$ cat src/rtl/i2c_pkg.sv
// Shared I2C definitions: FSM state encoding and R/W bit values.
package i2c_pkg;

  typedef enum logic [3:0] {
    StIdle     = 4'd0,
    StAddr     = 4'd1,
    StAddrAck  = 4'd2,
    StPtr      = 4'd3,
    StPtrAck   = 4'd4,
    StWdata    = 4'd5,
    StWdataAck = 4'd6,
    StRdata    = 4'd7,
    StMack     = 4'd8,
    StIgnore   = 4'd9
  } i2c_state_e;

  localparam logic I2C_RW_WRITE = 1'b0;
  localparam logic I2C_RW_READ  = 1'b1;

endpackage

$ cat src/rtl/i2c_line_sync.sv
// SCL/SDA input synchronisers with edge, START and STOP pulse detection.
module i2c_line_sync #(
  parameter int unsigned SYNC_STAGES = 2
) (
  input  logic clk,
  input  logic rst,
  input  logic scl_i,
  input  logic sda_i,
  output logic scl,
  output logic sda,
  output logic scl_rise,
  output logic scl_fall,
  output logic start_det,
  output logic stop_det
);

  logic [SYNC_STAGES-1:0] scl_sync_q;
  logic [SYNC_STAGES-1:0] sda_sync_q;
  logic                   scl_prev_q;
  logic                   sda_prev_q;

  // Reset to the idle-bus level so no edge is seen on reset release.
  always_ff @(posedge clk) begin
    if (rst) begin
      scl_sync_q <= '1;
      sda_sync_q <= '1;
      scl_prev_q <= 1'b1;
      sda_prev_q <= 1'b1;
    end else begin
      scl_sync_q <= {scl_sync_q[SYNC_STAGES-2:0], scl_i};
      sda_sync_q <= {sda_sync_q[SYNC_STAGES-2:0], sda_i};
      scl_prev_q <= scl;
      sda_prev_q <= sda;
    end
  end

  assign scl       = scl_sync_q[SYNC_STAGES-1];
  assign sda       = sda_sync_q[SYNC_STAGES-1];
  assign scl_rise  = scl & ~scl_prev_q;
  assign scl_fall  = ~scl & scl_prev_q;
  assign start_det = scl & scl_prev_q & sda_prev_q & ~sda;
  assign stop_det  = scl & scl_prev_q & ~sda_prev_q & sda;

endmodule

$ cat src/rtl/i2c_target_regs.sv
// I2C target with register pointer: writes to and reads from an external 256x8 bank.
module i2c_target_regs
  import i2c_pkg::*;
#(
  parameter logic [6:0]  SLAVE_ADDR  = 7'h66,
  parameter int unsigned SYNC_STAGES = 2
) (
  input  logic       clk,
  input  logic       rst,
  input  logic       scl_i,
  input  logic       sda_i,
  output logic       sda_oe,
  output logic [7:0] reg_addr,
  output logic [7:0] reg_wdata,
  output logic       reg_wr_en,
  input  logic [7:0] reg_rdata,
  output logic       busy
);

  logic scl, sda, scl_rise, scl_fall, start_det, stop_det;

  i2c_line_sync #(
    .SYNC_STAGES(SYNC_STAGES)
  ) u_line_sync (
    .clk       (clk),
    .rst       (rst),
    .scl_i     (scl_i),
    .sda_i     (sda_i),
    .scl       (scl),
    .sda       (sda),
    .scl_rise  (scl_rise),
    .scl_fall  (scl_fall),
    .start_det (start_det),
    .stop_det  (stop_det)
  );

  i2c_state_e state_q, state_d;
  logic [3:0] bit_cnt_q, bit_cnt_d;
  logic [7:0] shift_q, shift_d;
  logic [7:0] reg_addr_q, reg_addr_d;
  logic [7:0] reg_wdata_q, reg_wdata_d;
  logic       sda_oe_q, sda_oe_d;
  logic       reg_wr_en_q, reg_wr_en_d;
  logic       busy_q, busy_d;
  logic       byte_done;
  logic       rx_state;

  assign rx_state  = (state_q == StAddr) || (state_q == StPtr) || (state_q == StWdata);
  assign byte_done = scl_fall && (bit_cnt_q == 4'd8);

  always_ff @(posedge clk) begin
    if (rst) begin
      state_q     <= StIdle;
      bit_cnt_q   <= '0;
      shift_q     <= '0;
      reg_addr_q  <= '0;
      reg_wdata_q <= '0;
      sda_oe_q    <= 1'b0;
      reg_wr_en_q <= 1'b0;
      busy_q      <= 1'b0;
    end else begin
      state_q     <= state_d;
      bit_cnt_q   <= bit_cnt_d;
      shift_q     <= shift_d;
      reg_addr_q  <= reg_addr_d;
      reg_wdata_q <= reg_wdata_d;
      sda_oe_q    <= sda_oe_d;
      reg_wr_en_q <= reg_wr_en_d;
      busy_q      <= busy_d;
    end
  end

  // busy is raised on an address match and held across repeated START until STOP.
  always_comb begin
    state_d     = state_q;
    bit_cnt_d   = bit_cnt_q;
    shift_d     = shift_q;
    reg_addr_d  = reg_addr_q;
    reg_wdata_d = reg_wdata_q;
    sda_oe_d    = sda_oe_q;
    reg_wr_en_d = 1'b0;
    busy_d      = busy_q;

    if (start_det) begin
      state_d   = StAddr;
      bit_cnt_d = '0;
    end else if (stop_det) begin
      state_d  = StIdle;
      sda_oe_d = 1'b0;
      busy_d   = 1'b0;
    end else begin
      if (rx_state && scl_rise && (bit_cnt_q != 4'd8)) begin
        shift_d   = {shift_q[6:0], sda};
        bit_cnt_d = bit_cnt_q + 4'd1;
      end
      unique case (state_q)
        StIdle: begin
          sda_oe_d = 1'b0;
          busy_d   = 1'b0;
        end
        StAddr: begin
          if (byte_done) begin
            bit_cnt_d = '0;
            if (shift_q[7:1] == SLAVE_ADDR) begin
              sda_oe_d = 1'b1;
              busy_d   = 1'b1;
              state_d  = StAddrAck;
            end else begin
              busy_d  = 1'b0;
              state_d = StIgnore;
            end
          end
        end
        StAddrAck: begin
          if (scl_fall) begin
            bit_cnt_d = '0;
            if (shift_q[0] == I2C_RW_READ) begin
              shift_d  = reg_rdata;
              sda_oe_d = ~reg_rdata[7];
              state_d  = StRdata;
            end else begin
              sda_oe_d = 1'b0;
              state_d  = StPtr;
            end
          end
        end
        StPtr: begin
          if (byte_done) begin
            bit_cnt_d  = '0;
            reg_addr_d = shift_q;
            sda_oe_d   = 1'b1;
            state_d    = StPtrAck;
          end
        end
        StPtrAck: begin
          if (scl_fall) begin
            sda_oe_d = 1'b0;
            state_d  = StWdata;
          end
        end
        StWdata: begin
          if (byte_done) begin
            bit_cnt_d   = '0;
            sda_oe_d    = 1'b1;
            reg_wdata_d = shift_q;
            reg_wr_en_d = 1'b1;
            state_d     = StWdataAck;
          end
        end
        StWdataAck: begin
          if (scl_fall) begin
            sda_oe_d   = 1'b0;
            reg_addr_d = reg_addr_q + 8'd1;
            state_d    = StWdata;
          end
        end
        StRdata: begin
          if (scl_fall) begin
            if (bit_cnt_q == 4'd7) begin
              sda_oe_d  = 1'b0;
              bit_cnt_d = '0;
              state_d   = StMack;
            end else begin
              shift_d   = {shift_q[6:0], 1'b0};
              sda_oe_d  = ~shift_q[6];
              bit_cnt_d = bit_cnt_q + 4'd1;
            end
          end
        end
        StMack: begin
          if (scl_rise) begin
            reg_addr_d = reg_addr_q + 8'd1;
            if (sda) begin
              busy_d  = 1'b0;
              state_d = StIgnore;
            end
          end else if (scl_fall) begin
            shift_d   = reg_rdata;
            sda_oe_d  = ~reg_rdata[7];
            bit_cnt_d = '0;
            state_d   = StRdata;
          end
        end
        StIgnore: begin
          sda_oe_d = 1'b0;
          busy_d   = 1'b0;
        end
        default: state_d = StIdle;
      endcase
    end
  end

  assign sda_oe    = sda_oe_q;
  assign reg_addr  = reg_addr_q;
  assign reg_wdata = reg_wdata_q;
  assign reg_wr_en = reg_wr_en_q;
  assign busy      = busy_q;

endmodule

$ cat config.mk
export PLATFORM = sky130hd
export DESIGN_NAME = i2c_target_regs
export DESIGN_NICKNAME = d
export VERILOG_FILES = /design/src/rtl/i2c_pkg.sv /design/src/rtl/i2c_line_sync.sv /design/src/rtl/i2c_target_regs.sv
export SDC_FILE = /design/constraint.sdc
export NUM_CORES = 1
export LEC_CHECK = 0
export ABC_CLOCK_PERIOD_IN_PS = 1970
export CORE_MARGIN = 8
export CORE_UTILIZATION = 50
export CTS_CLUSTER_SIZE = 20
export DETAILED_ROUTE_END_ITERATION = 10
export MAX_ROUTING_LAYER = met4
export PLACE_DENSITY = 0.76
export SYNTH_ARGS = -nofsm -noshare
export SYNTH_HDL_FRONTEND = slang
export SYNTH_HIERARCHICAL = 1
export SYNTH_SLANG_ARGS = --single-unit
$ cat constraint.sdc
create_clock -name clk -period 1.97 [get_ports clk]
set_clock_uncertainty 0.15 [all_clocks]
set_input_delay 0.2955 -clock clk [delete_from_list [all_inputs] [get_ports clk]]
set_output_delay 0.2955 -clock clk [all_outputs]
set_load 0.03 [all_outputs]
Yosys cells after proc, flatten, opt, wreduce, memory -nomap -nowiden

Cells that the tools add are included.
W data, S select, Z words.

Add/sub/neg operators: 2
Equal/unequal tests: 44
Mux-type cells: 53
Bitwise operators: 17
Reduce and logical (&&, ||, !) cells: 23

Operator list:

| cell                  | number |
|---|---|
| $mux W8               | 10 |
| $mux W4               | 17 |
| $pmux W8 S3           | 2 |
| $pmux W4 S8           | 1 |
| $reduce_and A10 Y1    | 3 |
| $ne A4 B4 Y1 const B  | 7 |
| $ne A3 B3 Y1 const B  | 7 |
| $eq A4 B3 Y1 const B  | 5 |
| $mux W1               | 19 |
| $ne A2 B2 Y1 const B  | 8 |
| $pmux W4 S4           | 1 |
| $eq A4 B4 Y1 const B  | 3 |
| $not A1 Y1            | 10 |
| $ne A3 B1 Y1 const B  | 3 |
| $ne A3 B2 Y1 const B  | 3 |
| $add A8 B1 Y8 const B | 1 |
| $eq A4 B2 Y1 const B  | 2 |
| $reduce_bool A8 Y1    | 1 |
| $reduce_or A2 Y1      | 4 |
| $and A1 B1 Y1         | 7 |
| $eq A7 B7 Y1 const B  | 1 |
| $pmux W1 S7           | 1 |
| $reduce_and A6 Y1     | 1 |
| $reduce_or A3 Y1      | 2 |
| 17 further kinds      | 20 |

Bits in registers: 41
Logic and storage cells: 152

Longest topological paths before layout

Depth after elaboration: 9
Gate-level depth with buffers: 8
Mapped depth without buffers: 7

Modules after synthesis

The synthesis kept the hierarchy.

Modules (own cells, without submodules):

| module          | instances | cells an instance | area an instance (µm²) | sequential area each (µm²) |
|---|---|---|---|---|
| i2c_target_regs | 1         | 285               | 2378.5                 | 700.7 |
| i2c_line_sync   | 1         | 16                | 190.2                  | 120.1 |

Worst setup path before layout

OpenSTA, ideal clock, no wires.

Path type: register to register
Start point: register u_line_sync.scl_sync_q[1]
End point: register reg_addr_q[0], in the netlist reg_addr[0]
Data arrival time: 1.785 ns
Data required time: 1.746 ns
Setup slack: -0.039 ns
Stages on the path, launching flop included: 9
Clock period less this slack: 2.009 ns
Cell sequence: dfxtp_1 -> nor2b_1 -> clkbuf_1 -> or3b_4 -> o32a_1 -> o221ai_4 -> buf_6 -> nand2_1 -> a31oi_1

Elaborated cells on any way between the ends: 15
Those cells by class: eq/ne: 3; bitwise: 10; reduce/logical: 2

RTL lines:

| element                            | RTL line              | source |
|---|---|---|
| from (decl)                        | i2c_line_sync.sv:17   | `logic [SYNC_STAGES-1:0] scl_sync_q;` |
| from (signal assigned)             | i2c_line_sync.sv:30   | `scl_sync_q <= {scl_sync_q[SYNC_STAGES-2:0], scl_i};` |
| $and A1 B1 Y1                      | i2c_line_sync.sv:39   | `assign scl_rise = scl & ~scl_prev_q;` |
| via scl_rise                       | i2c_target_regs.sv:20 | `logic scl, sda, scl_rise, scl_fall, start_det, stop_det;` |
| $ne A2 B2 Y1 (no source line)      | n/a                   |  |
| $reduce_and A6 Y1 (no source line) | n/a                   |  |
| to (signal assigned)               | i2c_target_regs.sv:65 | `reg_addr_q <= reg_addr_d;` |
| to (decl)                          | i2c_target_regs.sv:40 | `logic [7:0] reg_addr_q, reg_addr_d;` |

The timed path passes the listed nets, and every way through them passes these cells.
A chain may end at the register's enable or synchronous reset.

Worst setup path in the final report

Start point: register bit_cnt_q[0]
End point: register reg_addr_q[0], in the netlist reg_addr[0]

Longest elaborated chain between the ends: 4

RTL lines:

| element                            | RTL line              | source |
|---|---|---|
| from (decl)                        | i2c_target_regs.sv:38 | `logic [3:0] bit_cnt_q, bit_cnt_d;` |
| from (signal assigned)             | i2c_target_regs.sv:63 | `bit_cnt_q <= bit_cnt_d;` |
| $eq A4 B4 Y1                       | i2c_target_regs.sv:49 | `assign byte_done = scl_fall && (bit_cnt_q == 4'd8);` |
| $logic_and A1 B1 Y1                | i2c_target_regs.sv:49 |  |
| $ne A2 B2 Y1 (no source line)      | n/a                   |  |
| $reduce_and A6 Y1 (no source line) | n/a                   |  |

Every way passes these cells.

==> impl_results.md <==
- Outcome: finished with violations
- Failing checks: setup timing
- Final Hold Viols: 0
- Cell count after synthesis: 301
- Max-Cap Viols: 0
- Met1 WL: 3636 um
- First-pass GRT wire length: 12490 um
- Worst skew pair latency: 0.29 ns
- Die H: 87.68 um
- First-pass iteration count of the detailed router: 5
- WL met2: 3633 um
- Dominant synthesized flop cell: dfxtp_1
- Critical path's largest stage delay: 0.37 ns
- Core footprint: 5042 um2
- Antenna cells: 0
- Leakage power: 1.329 nW
- Netlist cell types: 68
- Min Tclk post-route: 1.973 ns
- Final WS setup: -0.002650 ns
- DR iter-0 viols: 203
- Worst setup SP type: flip-flop
- FILL cells: 399
- Final setup fails: 3
- Die ar.: 7687 um2
- Pins Over Slew Limit: 0
- PD cells: 695.9 nW/um2
- Critical-path cell list: inv_1 > ha_2 > nand4b_1 > buf_6 > nor3_4 > o221ai_4 > or3b_1 > a31oi_1
- Endpoint type of the worst setup path: flip-flop
- DP Cell Count: 437
- Seq/Total Area, Yosys: 31.95%
- Post-route clock period utilization: 100.1%
- Clock buffer depth: 2
- Clock tree from TritonCTS: done
- Most frequent cells in the layout: buf_4, dfxtp_1, clkdlybuf4s50_1
- Area growth syn-to-layout: 36.68%
- TritonCTS Sinks: 41
- Peak VDD IR: 548.9 uV
- Pre-CTS WS: -0.1174 ns
- Site row count: 26
- Measured slew at the worst slew-check pin: 0.4998 ns
- Routed length per instance: 17.46 um
- Number of synthesized flops with an enable pin: 0
- I/O Buffers: 30
- Syn Area/Cell: 8.534 um2
- Share of cells above drive strength 1: 30.00%
- Number of global-route vias before repair: 2586
- Drc violations: 0
- Final GP Congestion: 1.015
- Final hold slack: 0.2730 ns
- Mapped Area: 2569 um2
- Commonest non-fill, non-tap cell in the layout: buf_4
- Post-synth ARST share: 0%
- Min-delay worst type: reg -> reg
- Initial antenna violation count: 0
- DP HPWL: 5619 um
- Clock root buffer: clkbuf_8
- Setup TNS: -0.005813 ns
- Warnings, synthesis: 6
- Grt ovf: 0
- CTS Buf Count: 5
- Via-to-Cell Ratio: 5.993
- Htree depth: 2
- Initial core utilization: 50.94%
- Max-Slew Margin vs Limit: 66.26%
- Non-filler instance count after layout: 450
- Crit Path Class: reg -> reg
- Die W: 87.68 um
- DRT Wirelength: 7859 um
- Global Route Usage Sum: 20.99%
- Number of nets in the layout: 394
- Syn nets: 316
- CP arrival: 2.05 ns
- Num ports: 31
- Max layer used: met4
- Clock slew seen by the registers of the worst setup and hold paths: 0.09 ns
- Vias post-DR: 2697
- Worst path slowest cell: or3b_1
- Max Freq: 0.5069 GHz
- RSZ-0062 raised after global routing: true
- Hold buffer count at cts: 0
- Largest net degree at the start of global routing: 29
- Worst EP required: 2.05 ns
- Antenna Nets Post-Route: 0
- Synth Register Bits: 41
- CP Max Fanout: 4
- Routed met3 length: 434 um
-- registers in the layout, indices dropped and copies added (netlist names) --
register                cells
bit_cnt_q                   4
reg_wdata                   8
u_line_sync/scl_prev_q      1
u_line_sync/sda_prev_q      1
u_line_sync/scl_sync_q      2
u_line_sync/sda_sync_q      2
busy                        1
state_q                     4
reg_wr_en                   1
sda_oe                      1
shift_q                     8
reg_addr                    8
-- cells in the mapped netlist (4+ instances only) --
| master | instances | share of area (%) |
|---|---|---|
| dfxtp_1 | 41 | 32 |
| nor2_1 | 25 | 3.7 |
| nand2_1 | 20 | 2.9 |
| a21oi_1 | 17 | 3.3 |
| nand3_1 | 12 | 2.3 |
| mux2i_1 | 11 | 4.3 |
| nand2b_1 | 10 | 2.4 |
| o21ai_0 | 10 | 1.9 |
| clkbuf_1 | 8 | 1.2 |
| nor3_1 | 8 | 1.6 |
| a22oi_1 | 7 | 2.0 |
| inv_1 | 7 | 1.0 |
| o2bb2ai_1 | 7 | 2.4 |
| nand3b_1 | 6 | 1.8 |
| or2_1 | 6 | 1.5 |
| a21o_1 | 5 | 1.5 |
| a31oi_1 | 5 | 1.2 |
| clkbuf_8 | 5 | 2.7 |
| nand4_1 | 5 | 1.2 |
| nor2b_1 | 5 | 1.2 |
| o32ai_1 | 5 | 1.7 |
| and4b_1 | 4 | 1.6 |
| o22ai_1 | 4 | 0.97 |
| or3_1 | 4 | 0.97 |
-- per-layer routing --
layer / up-vias / global-route usage [%]
li1: 1287 / -
met1: 1281 / 27.95
met2: 115 / 31.40
met3: 14 / 2.908
met4: 0 / 7.656
met5: - / -
-- path summary, 6_finish.rpt --
path,cells after the start,startpoint,slack (ns),to
worst max register to register,8,bit_cnt_q[0],-0.003,reg_addr[0]
worst max-delay path,8,bit_cnt_q[0],-0.003,reg_addr[0]
worst min register to register,1,u_line_sync/sda_sync_q[0],0.27,u_line_sync/sda_sync_q[1]
worst min-delay path,1,u_line_sync/sda_sync_q[0],0.27,u_line_sync/sda_sync_q[1]
-- kinds of logic (layout without fill, tap and decap cells) --
family                     Yosys count  after routing  synth area share (%)
AOI/OAI and AO/OA                   90             90                 26.26
DFF                                 41             41                 31.95
xor gates and xnor gates             1              1                0.3410
adders and majority gates            3              3                 1.461
and+or+nand+nor                    126            126                 27.57
buffers and inverters               27            106                 7.258
muxes                               13             13                 5.163
-- what timing repair did --
item / 4_1_cts / 5_1_grt
pin swaps: 2 / 8
setup buffers: 1 / 3
gates cloned: 0 / 1
gates resized for setup: 12 / 29
endpoints found under the setup margin: 23 / 30
-- where the power goes --
part | switching [W] | total [W] | internal, W
logic | 0.000453 | 0.000840 | 0.000387
registers | 0.0000374 | 0.000896 | 0.000858
clock network | 0.000327 | 0.000708 | 0.000380
total | 0.000817 | 0.00244 | 0.00163
-- critical path, delay by kind of cell, from the launching register on --
| family | cells | cell delay, ns |
|---|---|---|
| fa+ha+maj | 1 | 0.19 |
| compound gates | 2 | 0.31 |
| flops | 1 | 0.33 |
| simple gates | 3 | 0.69 |
| buf+inv | 2 | 0.24 |
-- area by class of cell --
type                            count  area [um2]  share of cell area (%)
Timing Repair Buffer               91       777.0                   22.13
Inverter                            7       26.28                  0.7484
Tap cell                           70       87.58                   2.495
Clock inverter                      3       43.79                   1.247
Clock buffer                        5       68.82                   1.960
Multi-Input combinational cell    233        1674                   47.68
Sequential cell                    41       833.3                   23.73
-- per-stage QoR --
stage / area [um2] / power, W / util (%)
finish: 3511 / 0.002443 / 69.63
floorplan: 2570 / 0.001391 / -
detailed placement: 3217 / 0.001668 / 63.80
CTS: 3369 / 0.002382 / 66.82
global placement: 3217 / 0.001664 / 63.80
global route: 3511 / 0.002551 / 69.63
Power figures use the tool's default switching activity.
==> RTL edit 1, RTL diff (config.mk and constraints unchanged) <==
Add an input register stage for `scl_i`, `sda_i` and `reg_rdata`; this delays them by one clock.
--- a/src/rtl/i2c_target_regs.sv
+++ b/src/rtl/i2c_target_regs.sv
@@ -17,6 +17,16 @@
   output logic       busy
 );
 
+  logic scl_q;
+  logic sda_q;
+  logic [7:0] reg_rdata_q;
+
+  always_ff @(posedge clk) begin
+    scl_q       <= scl_i;
+    sda_q       <= sda_i;
+    reg_rdata_q <= reg_rdata;
+  end
+
   logic scl, sda, scl_rise, scl_fall, start_det, stop_det;
 
   i2c_line_sync #(
@@ -24,8 +34,8 @@
   ) u_line_sync (
     .clk       (clk),
     .rst       (rst),
-    .scl_i     (scl_i),
-    .sda_i     (sda_i),
+    .scl_i     (scl_q),
+    .sda_i     (sda_q),
     .scl       (scl),
     .sda       (sda),
     .scl_rise  (scl_rise),
@@ -115,8 +125,8 @@
           if (scl_fall) begin
             bit_cnt_d = '0;
             if (shift_q[0] == I2C_RW_READ) begin
-              shift_d  = reg_rdata;
-              sda_oe_d = ~reg_rdata[7];
+              shift_d  = reg_rdata_q;
+              sda_oe_d = ~reg_rdata_q[7];
               state_d  = StRdata;
             end else begin
               sda_oe_d = 1'b0;
@@ -175,8 +185,8 @@
               state_d = StIgnore;
             end
           end else if (scl_fall) begin
-            shift_d   = reg_rdata;
-            sda_oe_d  = ~reg_rdata[7];
+            shift_d   = reg_rdata_q;
+            sda_oe_d  = ~reg_rdata_q[7];
             bit_cnt_d = '0;
             state_d   = StRdata;
           end
Function: same outputs for any inputs over 10 cycles, from zero or initial values and one cycle with rst high; that may be too few to reach the edited logic, so the function may still have changed.
==> RTL edit 1 against the original RTL <==
The flow still finishes with violations (setup timing); synthesized cell count decreased by 3.0%; power is 33% higher; wire length grew 6.7%; cell area increased by 13%; count of clock-buffer cells in the layout unchanged; worst setup slack worse by 0.056 ns; critical path depth is 1 lower; sequential cell count is 10 higher; area after synthesis increased by 3.4%; critical path type unchanged; largest cell class unchanged.
==> RTL edit 1: results (changes against the original RTL) <==
layout:
  fillCellCount: 332  # was 399
  antenna_cells: 0  # unchanged
  num-nets-final: 409  # was 394
  final_layout_size_suffix_gt1_frac: 0.3924  # was 0.3000
sta:
  relSlewSlack: 0.7122  # was 0.6626
  postLayoutSetupSlackWorst_ns: -0.05855  # was -0.002650 ns
  setup_viol: 15  # was 3
  timing.setup.tns_ns: -0.3484  # was -0.005813 ns
  hold_ws_ns: 0.2703  # was 0.2730 ns
logic_synthesis:
  syn_nets: 307  # was 316
  ys_seq_area_frac: 0.3844  # was 0.3195
  yosysWarnings: 6  # unchanged
  yosysUniqueCellTypes: 72  # was 68
  synthTopCellsByCount: "51 x dfxtp_1, 30 x nor2_1, 23 x nand2_1"  # was 41 x dfxtp_1, 25 x nor2_1, 20 x nand2_1
  synth_most_common_cell: "dfxtp_1"  # unchanged
  synth.area.top_cells: "dfxtp_1 38%, nor2_1 4.2%, mux2i_1 4.1%"  # was dfxtp_1 32%, mux2i_1 4.3%, nor2_1 3.7%
clock_tree:
  cts_resized: 33  # was 12
  root_buffer: "clkbuf_8"  # unchanged
  cts_setup_buffers: 3  # was 1
  clock_latency_ns: 0.31  # was 0.29 ns
global_route:
  grt_pass1_wl_mm: 12.77  # was 12.49 mm
  grt_use_met2: 0.3443  # was 0.3140
  track_usage: 0.2095  # was 0.2099
  grt_max_degree: 23  # was 29
  use_met3: 0.03157  # was 0.02908
  grt_pass1_vias: 2675  # was 2586
setup_path:
  crit_arrival_ns: 2.08  # was 2.05 ns
  crit_path_max_fanout: 8  # was 4
  reg2reg_depth: 7  # was 8
  startpoint: "u_line_sync/scl_sync_q[1]"  # was bit_cnt_q[0]
  crit_path_max_incr_delay_ns: 0.48  # was 0.37 ns
  slowest_stage: "or4b_4"  # was or3b_1
  reg2reg_to: "reg_wdata[4]"  # was reg_addr[0]
placed_design:
  dp_hpwl_mm: 5.471  # was 5.619 mm
  routabilityCongestion: 0.9236  # was 1.015
routing:
  vias_per_cell: 5.897  # was 5.993
  drtIter0Drc: 220  # was 203
  routedWlPerCell_um: 18.03  # was 17.46 um
pwr:
  comb-power_mw: 1.43  # was 0.840 mW
  p_seq_mw: 1.18  # was 0.896 mW
  leakage_nw: 1.549  # was 1.329 nW
  netSwitchingPower_mw: 1.176  # was 0.8175 mW
  ir_drop_mv: 0.8651  # was 0.5489 mV
outcome:
  status: "finished, violations left"  # unchanged
  failed_checks: "setup timing"  # unchanged
-- RTL edit 1: stage by stage --
step	utilization	instance area [um2]	power [mW]	setup WS (ns)	cells
floorplan	-	2695	1.862	-0.07285	292
global route	0.7741	3954	3.402	-0.1174	465
global placement	0.6830	3488	2.294	-0.09470	442
detailed placement	0.6830	3488	2.317	-0.1624	442
finish	0.7741	3954	3.255	-0.05855	465
CTS	0.7286	3721	3.029	-0.05005	453
-- RTL edit 1: cells by family after synthesis --
logic type,count (synthesis),share of synthesized area
XOR/XNOR,1,0.003298
adder cells (fa/ha/maj),3,0.01413
flip-flops,51,0.3844
multiplexers,13,0.04993
AND/OR/NAND/NOR,121,0.2591
buffers and inverters,23,0.05040
AO/OA/AOI/OAI,80,0.2388
-- RTL edit 1: layer usage --
layer	vias to the layer above	part of all wire
met2	94	0.50
met1	1342	0.43
met3	24	0.046
met4	0	0.024
met5	-	0
li1	1282	-
-- RTL edit 1: worst min path at each step --
stage / startpoint / end / cells past startpoint
final: scl_q / u_line_sync/scl_sync_q[0] / 1
after global routing: reg_rdata[3] / reg_rdata_q[3] / 1
after CTS: reg_rdata[3] / reg_rdata_q[3] / 1
after detailed placement: scl_q / u_line_sync/scl_sync_q[0] / 1
after global placement: u_line_sync/sda_sync_q[0] / u_line_sync/sda_sync_q[1] / 1
after floorplan: reg_rdata[0] / reg_rdata_q[0] / 0
-- RTL edit 1: cell type report --
cell class	count	area (um2)	area share
Tap cell	70	87.58	0.02215
Clock inverter	3	27.53	0.006962
Timing Repair Buffer	114	970.9	0.2456
Inverter	4	15.01	0.003797
Clock buffer	5	68.82	0.01741
Sequential cell	51	1045	0.2642
Multi-Input combinational cell	218	1739	0.4399
==> RTL edit 2, RTL diff (same flow settings) <==
Made on the original files. `SYNC_STAGES` is set to 2 in 2 places; all go to 4.
--- a/src/rtl/i2c_line_sync.sv
+++ b/src/rtl/i2c_line_sync.sv
@@ -1,6 +1,6 @@
 // SCL/SDA input synchronisers with edge, START and STOP pulse detection.
 module i2c_line_sync #(
-  parameter int unsigned SYNC_STAGES = 2
+  parameter int unsigned SYNC_STAGES = 4
 ) (
   input  logic clk,
   input  logic rst,
--- a/src/rtl/i2c_target_regs.sv
+++ b/src/rtl/i2c_target_regs.sv
@@ -3,7 +3,7 @@
   import i2c_pkg::*;
 #(
   parameter logic [6:0]  SLAVE_ADDR  = 7'h66,
-  parameter int unsigned SYNC_STAGES = 2
+  parameter int unsigned SYNC_STAGES = 4
 ) (
   input  logic       clk,
   input  logic       rst,
Behaviour: same outputs for any inputs over 10 cycles, from zero or initial values and one cycle with rst high; that may be too few to reach the edited logic, so the function may still have changed.
==> RTL edit 2 against the original RTL <==
The run still ends with setup timing left; wire length down 0.88%; worst setup slack got worse by 0.020 ns; area after synthesis is 4.1% higher; synthesized cell count up 2.7%; die area up 3.3%; cell area increased by 3.7%; power is 8.2% higher; sequential cell count grew 4.
==> RTL edit 2: results (changes against the original RTL) <==
layout:
  num-nets-final: 403  # was 394
  final_layout_size_suffix_gt1_frac: 0.2982  # was 0.3000
  stdcell_count: 459  # was 450
sta:
  postLayoutSetupSlackWorst_ns: -0.02230  # was -0.002650 ns
  worst_pin_slew_ns: 0.3410  # was 0.4998 ns
  setup_viol: 3  # unchanged
  max_freq_ghz: 0.5019  # was 0.5069 GHz
  hold_ws_ns: 0.2568  # was 0.2730 ns
global_route:
  grt_pass1_wl_mm: 12.68  # was 12.49 mm
  track_usage: 0.2073  # was 0.2099
  grt_util_met1: 0.2731  # was 0.2795
  grt_use_met2: 0.3232  # was 0.3140
  grt_max_degree: 30  # was 29
  grt_pass1_vias: 2585  # was 2586
  use_met3: 0.02941  # was 0.02908
logic_synthesis:
  synthTopCellsByCount: "45 x dfxtp_1, 25 x nor2_1, 20 x nand2_1"  # was 41 x dfxtp_1, 25 x nor2_1, 20 x nand2_1
  avgSynthCellArea_um2: 8.653  # was 8.534 um2
  syn_nets: 324  # was 316
  synth.area.top_cells: "dfxtp_1 34%, mux2i_1 4.1%, nor2_1 3.5%"  # was dfxtp_1 32%, mux2i_1 4.3%, nor2_1 3.7%
routing:
  route.met3.wl_um: 548  # was 434 um
  wl_met2_mm: 3.606  # was 3.633 mm
  drt_wl_total_mm: 7.790  # was 7.859 mm
  met1_length_mm: 3.560  # was 3.636 mm
  vias: 2752  # was 2697
  drtIter0Drc: 236  # was 203
pwr:
  p_int_mw: 1.672  # was 1.626 mW
  leakage_nw: 1.370  # was 1.329 nW
placed_design:
  dpl_worst_slack_ns: -0.1193  # was -0.1174 ns
  routabilityCongestion: 0.9275  # was 1.015
  dp_hpwl_mm: 5.683  # was 5.619 mm
setup_path:
  reg2reg_depth: 7  # was 8
  slowest_stage: "or3b_4"  # was or3b_1
  crit_arrival_ns: 2.03  # was 2.05 ns
  crit_path_max_fanout: 6  # was 4
  reg2reg_to: "reg_addr[1]"  # was reg_addr[0]
outcome:
  status: "finished, violations left"  # unchanged
  failed_checks: "setup timing"  # unchanged
clock_tree:
  cts_resized: 16  # was 12
worst_hold_path:
  worstHoldStart: "u_line_sync/sda_sync_q[2]"  # was u_line_sync/sda_sync_q[0]
  min_to: "u_line_sync/sda_sync_q[3]"  # was u_line_sync/sda_sync_q[1]
## RTL edit 2: cell type report
class                           count  area [um2]  share of cell area
Multi-Input combinational cell    237        1732              0.4754
Sequential cell                    45       913.4              0.2508
Timing Repair Buffer               92       795.8              0.2185
Tap cell                           70       87.58             0.02405
Clock buffer                        6       72.57             0.01992
Inverter                            7       26.28            0.007214
Clock inverter                      2       15.01            0.004122
## RTL edit 2: power by group through the flow
stage          Sequential, mW  Clock [mW]  Combinational (mW)
6_report                 1.02       0.575                1.05
3_3_place_gp             1.02           0               0.937
3_5_place_dp             1.03           0               0.943
4_1_cts                  1.01       0.591               0.967
5_1_grt                  1.03       0.622                1.12
2_1_floorplan           0.999           0               0.669
## RTL edit 2: logic make-up after synthesis
family,share of synthesized area
flip-flops,0.3369
buffers and inverters,0.06972
AO/OA/AOI/OAI,0.2522
multiplexers,0.04960
XOR/XNOR,0.003276
AND/OR/NAND/NOR,0.2742
adder cells (fa/ha/maj),0.01404
